[config.mk]
export PLATFORM = sky130hd
export DESIGN_NAME = mode_supervisor
export DESIGN_NICKNAME = d
export VERILOG_FILES = /design/src/rtl/traffic_pkg.sv /design/src/rtl/feedback_edge_det.sv /design/src/rtl/mode_supervisor.sv
export SDC_FILE = /design/constraint.sdc
export NUM_CORES = 1
export LEC_CHECK = 0
export BUFFER_PORTS_ARGS = -buffer_cell sky130_fd_sc_hd__buf_2
export CORE_MARGIN = 3
export CORE_UTILIZATION = 53
export CTS_CLUSTER_DIAMETER = 200
export DETAILED_ROUTE_END_ITERATION = 7
export GPL_ROUTABILITY_DRIVEN = 0
export HOLD_SLACK_MARGIN = 0.02
export PLACE_DENSITY = 0.8
export SETUP_SLACK_MARGIN = 0.3
export SYNTH_ARGS = -nofsm -noshare
export SYNTH_HDL_FRONTEND = slang
export SYNTH_SLANG_ARGS = --single-unit
[constraint.sdc]
create_clock -name clk -period 2.6 [get_ports clk]
set_clock_uncertainty 0.15 [all_clocks]
set_input_delay 0 -clock clk [delete_from_list [all_inputs] [get_ports clk]]
set_output_delay 0 -clock clk [all_outputs]
set_load 0.01 [all_outputs]
[src/rtl/traffic_pkg.sv]
// Shared definitions for the traffic-light mode units and their supervisor:
// light codes, phase durations and the supervisor FSM state encoding.
package traffic_pkg;

  localparam logic [1:0] LIGHT_RED    = 2'b00;
  localparam logic [1:0] LIGHT_YELLOW = 2'b01;
  localparam logic [1:0] LIGHT_GREEN  = 2'b10;
  localparam logic [1:0] LIGHT_UNDEF  = 2'b11;

  // Phase durations in 1 Hz ticks; the supervisor watchdog must exceed the longest.
  localparam int YELLOW_SEC = 3;
  localparam int GREEN_SEC  = 15;

  typedef enum logic [1:0] {
    SUP_IDLE    = 2'd0,
    SUP_RUN     = 2'd1,
    SUP_PENDING = 2'd2,
    SUP_FAULT   = 2'd3
  } sup_state_e;

endpackage

[src/rtl/feedback_edge_det.sv]
// Per-bit rising-edge detector. The rise flag is registered, so it appears
// one clk after the level was first sampled high.
module feedback_edge_det #(
  parameter int WIDTH = 4
) (
  input  logic             clk,
  input  logic             rst,
  input  logic [WIDTH-1:0] level_i,
  output logic [WIDTH-1:0] rise_o
);

  logic [WIDTH-1:0] prev_q;
  logic [WIDTH-1:0] rise_q;

  // Remember last level and flag 0->1 transitions
  always_ff @(posedge clk) begin
    if (rst) begin
      prev_q <= '0;
      rise_q <= '0;
    end else begin
      prev_q <= level_i;
      rise_q <= level_i & ~prev_q;
    end
  end

  assign rise_o = rise_q;

endmodule

[src/rtl/mode_supervisor.sv]
// Mode supervisor: enables one traffic-light mode unit at a time, defers
// operator mode switches to the next phase boundary of the active unit,
// forwards the active unit's light state and trips a watchdog on stalls.
module mode_supervisor
  import traffic_pkg::*;
#(
  parameter int N_MODES      = 4,
  parameter int DEFAULT_MODE = 0,
  parameter int WD_SEC       = 40
) (
  input  logic                 clk,
  input  logic                 rst,
  input  logic                 tick,
  input  logic                 run,
  input  logic [2:0]           mode_req,
  input  logic                 mode_req_valid,
  input  logic [N_MODES-1:0]   feedback_i,
  input  logic [2*N_MODES-1:0] state_i,
  output logic [N_MODES-1:0]   enb,
  output logic                 set,
  output logic [1:0]           last_state,
  output logic [2:0]           active_mode,
  output logic                 switch_pending,
  output logic                 switch_done,
  output logic                 fault,
  output logic [15:0]          phase_cnt
);

  localparam int         WD_W    = $clog2(WD_SEC + 1);
  localparam logic [2:0] DEF_IDX = 3'(DEFAULT_MODE);
  localparam logic [3:0] N_LIM   = 4'(N_MODES);

  function automatic logic [N_MODES-1:0] onehot(input logic [2:0] idx);
    logic [N_MODES-1:0] v;
    v = '0;
    for (int k = 0; k < N_MODES; k++) begin
      if (idx == 3'(k)) v[k] = 1'b1;
    end
    return v;
  endfunction

  sup_state_e         state_q, state_d;
  logic [N_MODES-1:0] enb_q, enb_d;
  logic               set_q, set_d;
  logic [1:0]         last_q, last_d;
  logic [2:0]         active_q, active_d;
  logic [2:0]         target_q, target_d;
  logic               pending_q, pending_d;
  logic               done_q, done_d;
  logic               fault_q, fault_d;
  logic [15:0]        cnt_q, cnt_d;
  logic [WD_W-1:0]    wd_q, wd_d;

  logic [N_MODES-1:0] fb_rise_vec;
  logic               fb_rise;
  logic [1:0]         cur_light;
  logic               req_in_range;
  logic [2:0]         next_tgt;
  logic               wd_trip;

  feedback_edge_det #(.WIDTH(N_MODES)) u_fb_edge (
    .clk     (clk),
    .rst     (rst),
    .level_i (feedback_i),
    .rise_o  (fb_rise_vec)
  );

  // Pick the active unit's feedback edge and light report; others are ignored
  always_comb begin
    fb_rise   = 1'b0;
    cur_light = LIGHT_RED;
    for (int k = 0; k < N_MODES; k++) begin
      if (active_q == 3'(k)) begin
        fb_rise   = fb_rise_vec[k];
        cur_light = state_i[2*k +: 2];
      end
    end
  end

  assign req_in_range = ({1'b0, mode_req} < N_LIM);
  assign next_tgt     = (mode_req_valid && req_in_range) ? mode_req : target_q;

  // Next-state logic: request deferral, boundary switch, watchdog, counters
  always_comb begin
    state_d   = state_q;
    enb_d     = enb_q;
    last_d    = last_q;
    active_d  = active_q;
    target_d  = target_q;
    pending_d = pending_q;
    done_d    = 1'b0;
    fault_d   = fault_q;
    cnt_d     = cnt_q;
    wd_d      = wd_q;
    wd_trip   = 1'b0;
    case (state_q)
      SUP_IDLE: begin
        state_d  = SUP_RUN;
        enb_d    = onehot(DEF_IDX);
        active_d = DEF_IDX;
      end
      SUP_RUN, SUP_PENDING: begin
        if (cur_light != LIGHT_UNDEF) last_d = cur_light;
        if (fb_rise) cnt_d = cnt_q + 16'd1;
        if (fb_rise) begin
          wd_d = '0;
        end else if (tick && set_q && run) begin
          wd_d    = wd_q + WD_W'(1);
          wd_trip = (wd_q == WD_W'(WD_SEC - 1));
        end
        if (wd_trip) begin
          state_d   = SUP_FAULT;
          enb_d     = '0;
          fault_d   = 1'b1;
          pending_d = 1'b0;
        end else if (state_q == SUP_RUN) begin
          // A boundary in the same clk does not serve a fresh request.
          if (mode_req_valid && req_in_range && (mode_req != active_q)) begin
            target_d  = mode_req;
            pending_d = 1'b1;
            state_d   = SUP_PENDING;
          end
        end else if (mode_req_valid && (mode_req == active_q)) begin
          pending_d = 1'b0;
          state_d   = SUP_RUN;
        end else begin
          target_d = next_tgt;
          if (fb_rise) begin
            enb_d     = onehot(next_tgt);
            active_d  = next_tgt;
            done_d    = 1'b1;
            pending_d = 1'b0;
            state_d   = SUP_RUN;
          end
        end
      end
      SUP_FAULT: begin
      end
      default: begin
        state_d = SUP_IDLE;
      end
    endcase
    set_d = run && ((state_d == SUP_RUN) || (state_d == SUP_PENDING));
  end

  // State and output registers, all returned to reset values by rst
  always_ff @(posedge clk) begin
    if (rst) begin
      state_q   <= SUP_IDLE;
      enb_q     <= '0;
      set_q     <= 1'b0;
      last_q    <= LIGHT_RED;
      active_q  <= DEF_IDX;
      target_q  <= '0;
      pending_q <= 1'b0;
      done_q    <= 1'b0;
      fault_q   <= 1'b0;
      cnt_q     <= '0;
      wd_q      <= '0;
    end else begin
      state_q   <= state_d;
      enb_q     <= enb_d;
      set_q     <= set_d;
      last_q    <= last_d;
      active_q  <= active_d;
      target_q  <= target_d;
      pending_q <= pending_d;
      done_q    <= done_d;
      fault_q   <= fault_d;
      cnt_q     <= cnt_d;
      wd_q      <= wd_d;
    end
  end

  assign enb            = enb_q;
  assign set            = set_q;
  assign last_state     = last_q;
  assign active_mode    = active_q;
  assign switch_pending = pending_q;
  assign switch_done    = done_q;
  assign fault          = fault_q;
  assign phase_cnt      = cnt_q;

endmodule
==> summary.md, run 1 <==
| Metric | Value |
|---|---|
| Crit path cell chain | inv_1 -> ha_1 -> buf_4 -> o21ai_2 -> buf_4 -> or3_1 -> mux2i_1 -> nor2_1 |
| First-pass GRT wire length | 8.252 mm |
| Crit path buf inv count | 3 |
| Syn. warnings | 0 |
| Worst VDD drop | between 0.4 and 0.5 mV |
| R2R Path Start | state_q[0] |
| DR vias | 2022 |
| RSZ-0062 raised after global routing | false |
| Final net count | 337 |
| WL/cell | approximately 14 um |
| Top achievable clock speed | 458.9 MHz |
| Ant. Diodes | 0 |
| Initial core utilization | 57.95% |
| DRC Markers | 0 |
| WHS | 0.07207 ns |
| Internal power | a little over 0.001 W |
| Max-Cap Viols | 0 |
| Via density | 5.601 |
| Depth of the CTS H-tree | 2 |
| Main synth FF type | dfxtp_1 |
| Antenna violations before repair | 0 |
| Row Count | 22 |
| Fin cells | about 360 |
| Number of buffers created by CTS | 5 |
| Synthesized net count | about 280 |
| CTS root buf | clkbuf_8 |
| Clock Power Share | 32.6% |
| Register area | 965.9 um^2 |
| Vias in the first global route | 1801 |
| Gr usage total | 20.09% |
| FFs w/ async S/R, synth | 0% |
| Least-Margin Pin Slew | roughly 0.75 ns |
| Crit path time final | 2.179 ns |
| Clk sinks | 48 |
| Seq pwr share | a little under three fifths |
| Sum of negative setup slack | 0 ns |
| Placed cell count | 344 |
| Routed WL | 4.890 mm |
| Multi-input gate area | 1211 um^2 |
| Status | finished, final reports clean |
| Die X | 70.92 um |
| Leak | roughly 1.2 nW |
| Final ANT Viol Nets | 0 |
| Cell family with most CP delay | simple AND/OR/NAND/NOR gates |
| CP Max Fanout | 7 |
| Hold Fails Final Rpt | 0 |
| Count of state elements after synthesis | 48 |
| Post-synth top area share | between 40% and 50% |
| I/O pin cnt | 49 |
| Switching power | 0.0003610 W |
| Min-Delay Path Class | primary input to flip-flop |
| Mean Syn Cell Area | 8.828 um^2 |
| RR Endpoint | target_q[1] |
| Final setup vio count | 0 |
| DRT iter0 DRCs | 141 |
| DRT Pass-1 Iters | 4 |
| Post-synth EDFFs | 0 |
| Max transition margin | 50.01% |
| Post-synth top area cell | dfxtp_1 |
| Comb pwr share | 12.0% |
| Die ar. | 5029 um^2 |
| Hold Crit Endpoint | switch_done |
| Largest net degree at the start of global routing | 45 |
| Dpl hpwl | 3.510 mm |
| Clock slew at reported path FFs | 0.09 ns |
| Stages on worst setup path | 8 |
| CP max-delay cell | ha_1 |
| WP data arrival | around 2.2 ns |
| Most frequent CP cell | buf_4 |
| Cell Area, Synth | between 2000 and 2500 um^2 |
| Type of origin of the critical path | flip-flop |
| Worst Path Required | 2.61 ns |
| CP Class | flip-flop to flip-flop |
| Fraction of layout cells with a size suffix above 1 | 23.00% |
| Worst Setup End Kind | flip-flop |
| GRT overflow | 0 |
| Largest cells by area after synthesis | dfxtp_1 43%, nor2_1 5.2%, xor2_1 4.3%, a21oi_1 3.8%, nand2_1 3.5% |
| Reg2reg path depth | 8 |
| Placeable Area | 3854 um^2 |
| Tcrit/Tclk final | 83.82% |
| Mapped Cells | 253 |
| Slowest stage delay, CP | 0.39 ns |
| Setup slack, reg-to-reg | between 0.4 and 0.5 ns |
| Area grow syn2layout | 21.62% |
| Power per cell area | 506.4 nW/um^2 |
| Clk Latency, worst-skew pair | 0.31 ns |
| Layout filler cell count | between 300 and 400 |
| Max-slew violations | 0 |
| IO buf count | 48 |
| Cell variety after synth | 43 |
| Clock Path Buffers | 2 |
| Die Y | 70.92 um |
| CTS tree | built |
| Worst hold start | mode_req_valid |
| Seq/Total Area, Yosys | 43.03% |
| Hold path depth | 3 |
| Sw frac | 26.24% |
## how the worst max path moves through the flow
stage | startpoint | to | slack (ns)
6_report | state_q[0] | target_q[1] | 0.42
5_1_grt | wd_q[0] | enb[2] | 0.24
4_1_cts | active_mode[1] | enb[3] | 0.38
3_5_place_dp | active_mode[1] | enb[3] | 0.28
3_3_place_gp | active_mode[1] | enb[3] | 0.38
2_1_floorplan | active_mode[0] | enb[2] | 0.55
## routing by layer
layer,track usage [%],wire (um),part of all wire [%],up-vias
li1,-,-,-,1010
met5,0,0,0,-
met1,27.50,2304,47,935
met2,30.69,2182,45,64
met3,5.398,307,6.3,13
met4,6.889,96,2.0,0
## Yosys cell counts, types with 6 or more instances
library cell,n
nand4_1,8
nor2b_1,10
nand2_1,21
dfxtp_1,48
clkbuf_1,6
xor2_1,11
nand3_1,7
o21ai_0,11
nor2_1,31
xnor2_1,7
a21oi_1,17
inv_1,9
nor3_1,10
## through the flow
step | utilization, % | instance area (um^2) | worst slack, ns | power (W)
detailed placement | 65.49 | 2524 | 0.2820 | 0.0009277
CTS | 69.68 | 2685 | 0.3768 | 0.001372
global placement | 65.49 | 2524 | 0.3753 | 0.0009249
finish | 70.49 | 2716 | 0.4208 | 0.001375
floorplan | - | 2233 | 0.5512 | 0.0008788
global route | 70.49 | 2716 | 0.2424 | 0.001426
## logic make-up (layout without fill, tap and decap cells)
logic type / after synthesis / in the layout / share of synthesized area, %
AOI/OAI and AO/OA: 44 / 44 / 12.33
xor gates and xnor gates: 18 / 18 / 7.059
adders and majority gates: 5 / 5 / 2.801
buffers and inverters: 18 / 78 / 3.305
DFF: 48 / 48 / 43.03
muxes: 7 / 7 / 4.594
and+or+nand+nor: 113 / 113 / 26.89
## cells in the final DEF, fill, tap and decap left out, drive strengths merged, types with 2 or more instances in the layout
cell,synthesis,layout
nand2b,3,3
dfxtp,48,48
or4,2,2
nand4,9,9
and3,4,4
a22oi,3,3
xor2,11,11
a32oi,2,2
nor4b,2,2
clkbuf,6,5
o21ai,12,12
nor3,11,11
a21o,2,2
inv,9,10
buf,3,54
nand2,21,21
nor2,31,31
mux4,2,2
nand3,7,7
ha,5,5
nor2b,10,10
mux2i,5,5
a21oi,17,17
xnor2,7,7
o22ai,2,2
nor4,3,3
dlygate4sd3,0,7
or3,5,5
## cell type report
class                      instances  area share [%]
timing repair buffer              61           13.08
clock buffer                       5           2.533
inverter                           9           1.244
sequential                        48           35.56
tap                               48           2.211
multi-input combinational        187           44.59
clock inverter                     3          0.7830
## worst min-delay path, delay by kind of cell
| kind | cells | cell delay [ns] |
|---|---|---|
| buffers and inverters | 1 | 0.12 |
| AND/OR/NAND/NOR | 2 | 0.34 |
## power groups by stage
stage / clock, W / sequential (W) / combinational [W]
2_1_floorplan: 0 / 0.000781 / 0.0000978
3_3_place_gp: 0 / 0.000779 / 0.000146
3_5_place_dp: 0 / 0.000779 / 0.000148
4_1_cts: 0.000452 / 0.000762 / 0.000157
5_1_grt: 0.000479 / 0.000764 / 0.000183
6_report: 0.000448 / 0.000762 / 0.000166
## state kept, by name (all words and copies together), names as in the netlist, 2 cells and up
signal / cells
active_mode: 3
enb: 4
last_state: 2
phase_cnt: 16
state_q: 2
target_q: 3
u_fb_edge.prev_q: 4
u_fb_edge.rise_o: 4
wd_q: 6
## timing repair
action / CTS / global route
setup buffers: 0 / 2
endpoints found under the hold margin: 13 / 0
pin swaps: 0 / 1
endpoints found under the setup margin: 2 / 4
hold buffers: 7 / 0
resized for setup: 1 / 4
Power figures use the tool's default switching activity.
==> run 2, diff against run 1 <==
--- a/config.mk
+++ b/config.mk
@@ -7,12 +7,12 @@
 export LEC_CHECK = 0
 export BUFFER_PORTS_ARGS = -buffer_cell sky130_fd_sc_hd__buf_2
 export CORE_MARGIN = 3
-export CORE_UTILIZATION = 53
+export CORE_UTILIZATION = 48
 export CTS_CLUSTER_DIAMETER = 200
 export DETAILED_ROUTE_END_ITERATION = 7
 export GPL_ROUTABILITY_DRIVEN = 0
 export HOLD_SLACK_MARGIN = 0.02
-export PLACE_DENSITY = 0.8
+export PLACE_DENSITY = 0.77
 export SETUP_SLACK_MARGIN = 0.3
 export SYNTH_ARGS = -nofsm -noshare
 export SYNTH_HDL_FRONTEND = slang
==> constraint.sdc (replaced) <==
create_clock -name clk -period 1.8 [get_ports clk]
set_clock_uncertainty 0.15 [all_clocks]
set_input_delay 0 -clock clk [delete_from_list [all_inputs] [get_ports clk]]
set_output_delay 0 -clock clk [all_outputs]
set_load 0.01 [all_outputs]
==> run 2 against run 1 <==
- wire length is 67% higher
- via count is 23% higher
- the run now ends with setup timing left
- highest routed layer unchanged
- first-iteration DRC count is 79% higher
- sequential cell count stayed put
- sequential power is 44% higher
- register-to-register slack worse by 0.70 ns
- cell area is 32% higher
- global-route usage is 5.7 points higher
==> summary.md, run 2 (synthesis results as in run 1) <==
| Metric | Value |
|---|---|
| First-pass GRT wire length | 10.67 mm (+29%) |
| Worst Path Required | 1.89 ns (-0.72 ns) |
| Crit path time final | 2.078 ns (-0.1016 ns) |
| Reg2reg path depth | 8 (unchanged) |
| Depth of the CTS H-tree | 2 (unchanged) |
| Power, Total | 0.002452 W (+78%) |
| Max transition margin | 53.36% (+3.3 points) |
| Slowest stage delay, CP | 0.55 ns (+0.16 ns) |
| Final net count | 381 (+13%) |
| CTS tree | built |
| GRT overflow | 0 (unchanged) |
| Least-Margin Pin Slew | 0.6996 ns (-0.05025 ns) |
| Pre-CTS WS | -0.2034 ns (-0.4854 ns) |
| Layout filler cell count | 234 (-22%) |
| Clk Latency, worst-skew pair | 0.31 ns (about the same) |
| Tcrit/Tclk final | 115.4% (+32 points) |
| Hold Crit Endpoint | wd_q[1] |
| Placed cell area | 2853 um^2 (+13%) |
| Largest net degree at the start of global routing | 37 (-18%) |
| DR vias | 2491 (+23%) |
| Register area | 974.7 um^2 (+0.91%) |
| RR Endpoint | enb[3] |
| Vias in the first global route | 2125 (+18%) |
| Min-Delay Path Class | primary input to flip-flop |
| Hold Fails Final Rpt | 0 (unchanged) |
| CTS root buf | clkbuf_8 |
| I/O pin cnt | 49 (unchanged) |
| Die Y | 74.21 um (+4.6%) |
| Area grow syn2layout | 60.11% |
| Clk sinks | 48 (unchanged) |
| Die X | 74.21 um (+4.6%) |
| Ant. Diodes | 0 (unchanged) |
| Fin cells | 409 (+13%) |
| Antenna violations before repair | 0 (unchanged) |
| Max FFs per register | 16 (unchanged) |
| Worst Setup End Kind | flip-flop |
| Row Count | 24 (+9.1%) |
| Via density | 6.090 (+8.7%) |
| Status | complete, but fails checks |
| CP Class | flip-flop to flip-flop |
| Final ANT Viol Nets | 0 (unchanged) |
| DRT iter0 DRCs | 253 (+79%) |
| Worst hold start | rst |
| R2R Path Start | active_mode[2] |
| WP data arrival | 2.17 ns (-0.02 ns) |
| Initial core utilization | 50.60% (-7.4 points) |
| Top achievable clock speed | 481.3 MHz (+4.9%) |
| Placeable Area | 4414 um^2 (+15%) |
| CP max-delay cell | nor4b_4 |
| CP Max Fanout | 5 (-2) |
| Gr usage total | 25.82% (+5.7 points) |
| Max-Cap Viols | 0 (unchanged) |
| Final setup vio count | 33 (+33) |
| Crit path cell chain | xor2_2 -> nor4b_4 -> nor3_4 -> o22ai_2 -> buf_4 -> buf_6 -> nand2_1 -> a21oi_1 |
| Final WS setup | -0.2776 ns (-0.6984 ns) |
| RSZ-0062 raised after global routing | true |
| Most frequent cells in the layout | 48 x buf_2, 41 x dfxtp_1, 38 x buf_4 |
| Clock Path Buffers | 2 (unchanged) |
| Hold path depth | 2 (-1) |
| Most common cell after layout, fill and taps aside | buf_2 |
| Multi-input gate area | 1620 um^2 (+34%) |
| Routed WL | 8.166 mm (+67%) |
| Worst VDD drop | 0.8172 mV (+98%) |
| WL/cell | 19.97 um (+47%) |
| Fraction of layout cells with a size suffix above 1 | 49.58% (+27 points) |
| Finished Core Util | 81.01% (+11 points) |
| Max-slew violations | 0 (unchanged) |
| Placed cell count | 380 (+10%) |
| IO buf count | 48 (unchanged) |
| Type of origin of the critical path | flip-flop |
| DRC Markers | 0 (unchanged) |
| Setup slack, reg-to-reg | -0.28 ns (-0.70 ns) |
| Die ar. | 5507 um^2 (+9.5%) |
| DRT Pass-1 Iters | 5 (+1) |
| Final Cell Area | 3576 um^2 (+32%) |
| Failing checks | setup timing |
| Clock slew at reported path FFs | 0.09 ns (about the same) |
| Power per cell area | 685.7 nW/um^2 (+35%) |
| Leak | 1.538 nW (+31%) |
| Dpl hpwl | 4.013 mm (+14%) |
| Number of buffers created by CTS | 5 (unchanged) |
==> run 2: cell type report <==
cell class	instances	share of cell area, %
tap	52	1.819
inverter	9	1.120
clock buffer	6	2.029
clock inverter	2	1.679
timing repair buffer	105	20.78
multi-input combinational	187	45.31
sequential	48	27.26
==> run 2: report_power, final <==
group          total, W  internal (W)  switching, W  leakage (nW)
sequential      0.00110       0.00108     0.0000185         0.394
combinational  0.000429      0.000205      0.000225          1.08
clock          0.000920      0.000555      0.000365        0.0654
==> run 2: what timing repair did <==
item                       4_1_cts  5_1_grt
gates resized for setup         56       32
pin swaps                       26       10
hold buffers                     7        0
buffers inserted                 3       11
setup endpoints to repair       40       40
hold endpoints to repair        11        0
==> run 2: worst max-delay path, delay by kind of cell (launching register included) <==
kind | cells | cell delay (ns)
compound gates | 2 | 0.31
flops | 1 | 0.37
buf+inv | 2 | 0.25
xor+xnor | 1 | 0.21
simple gates | 3 | 0.71
==> run 2: worst max-delay path by stage <==
stage	startpoint	to	slack, ns	cells past startpoint
final	active_mode[2]	enb[3]	-0.28	8
after floorplan	active_mode[1]	enb[2]	-0.06	7
after global routing	active_mode[0]	enb[2]	-0.33	8
after global placement	active_mode[1]	enb[3]	-0.12	6
after detailed placement	active_mode[1]	enb[3]	-0.20	6
after CTS	active_mode[1]	enb[3]	-0.12	6
==> run 2: stage by stage <==
stage               TNS [ns]  hold slack [ns]
floorplan            -0.3353         -0.01990
global placement      -1.247          0.08943
detailed placement    -2.669           0.1007
CTS                   -1.594          0.02765
global route          -6.438          0.07964
finish                -4.359          0.07629
==> run 2: metal layers <==
layer / part of all wire [%] / GRT usage (%) / wire length (um)
met1: 38 / 32.72 / 3094
met2: 48 / 42.72 / 3949
met3: 7.7 / 5.811 / 627
met4: 6.1 / 10.47 / 495
met5: 0 / 0 / 0
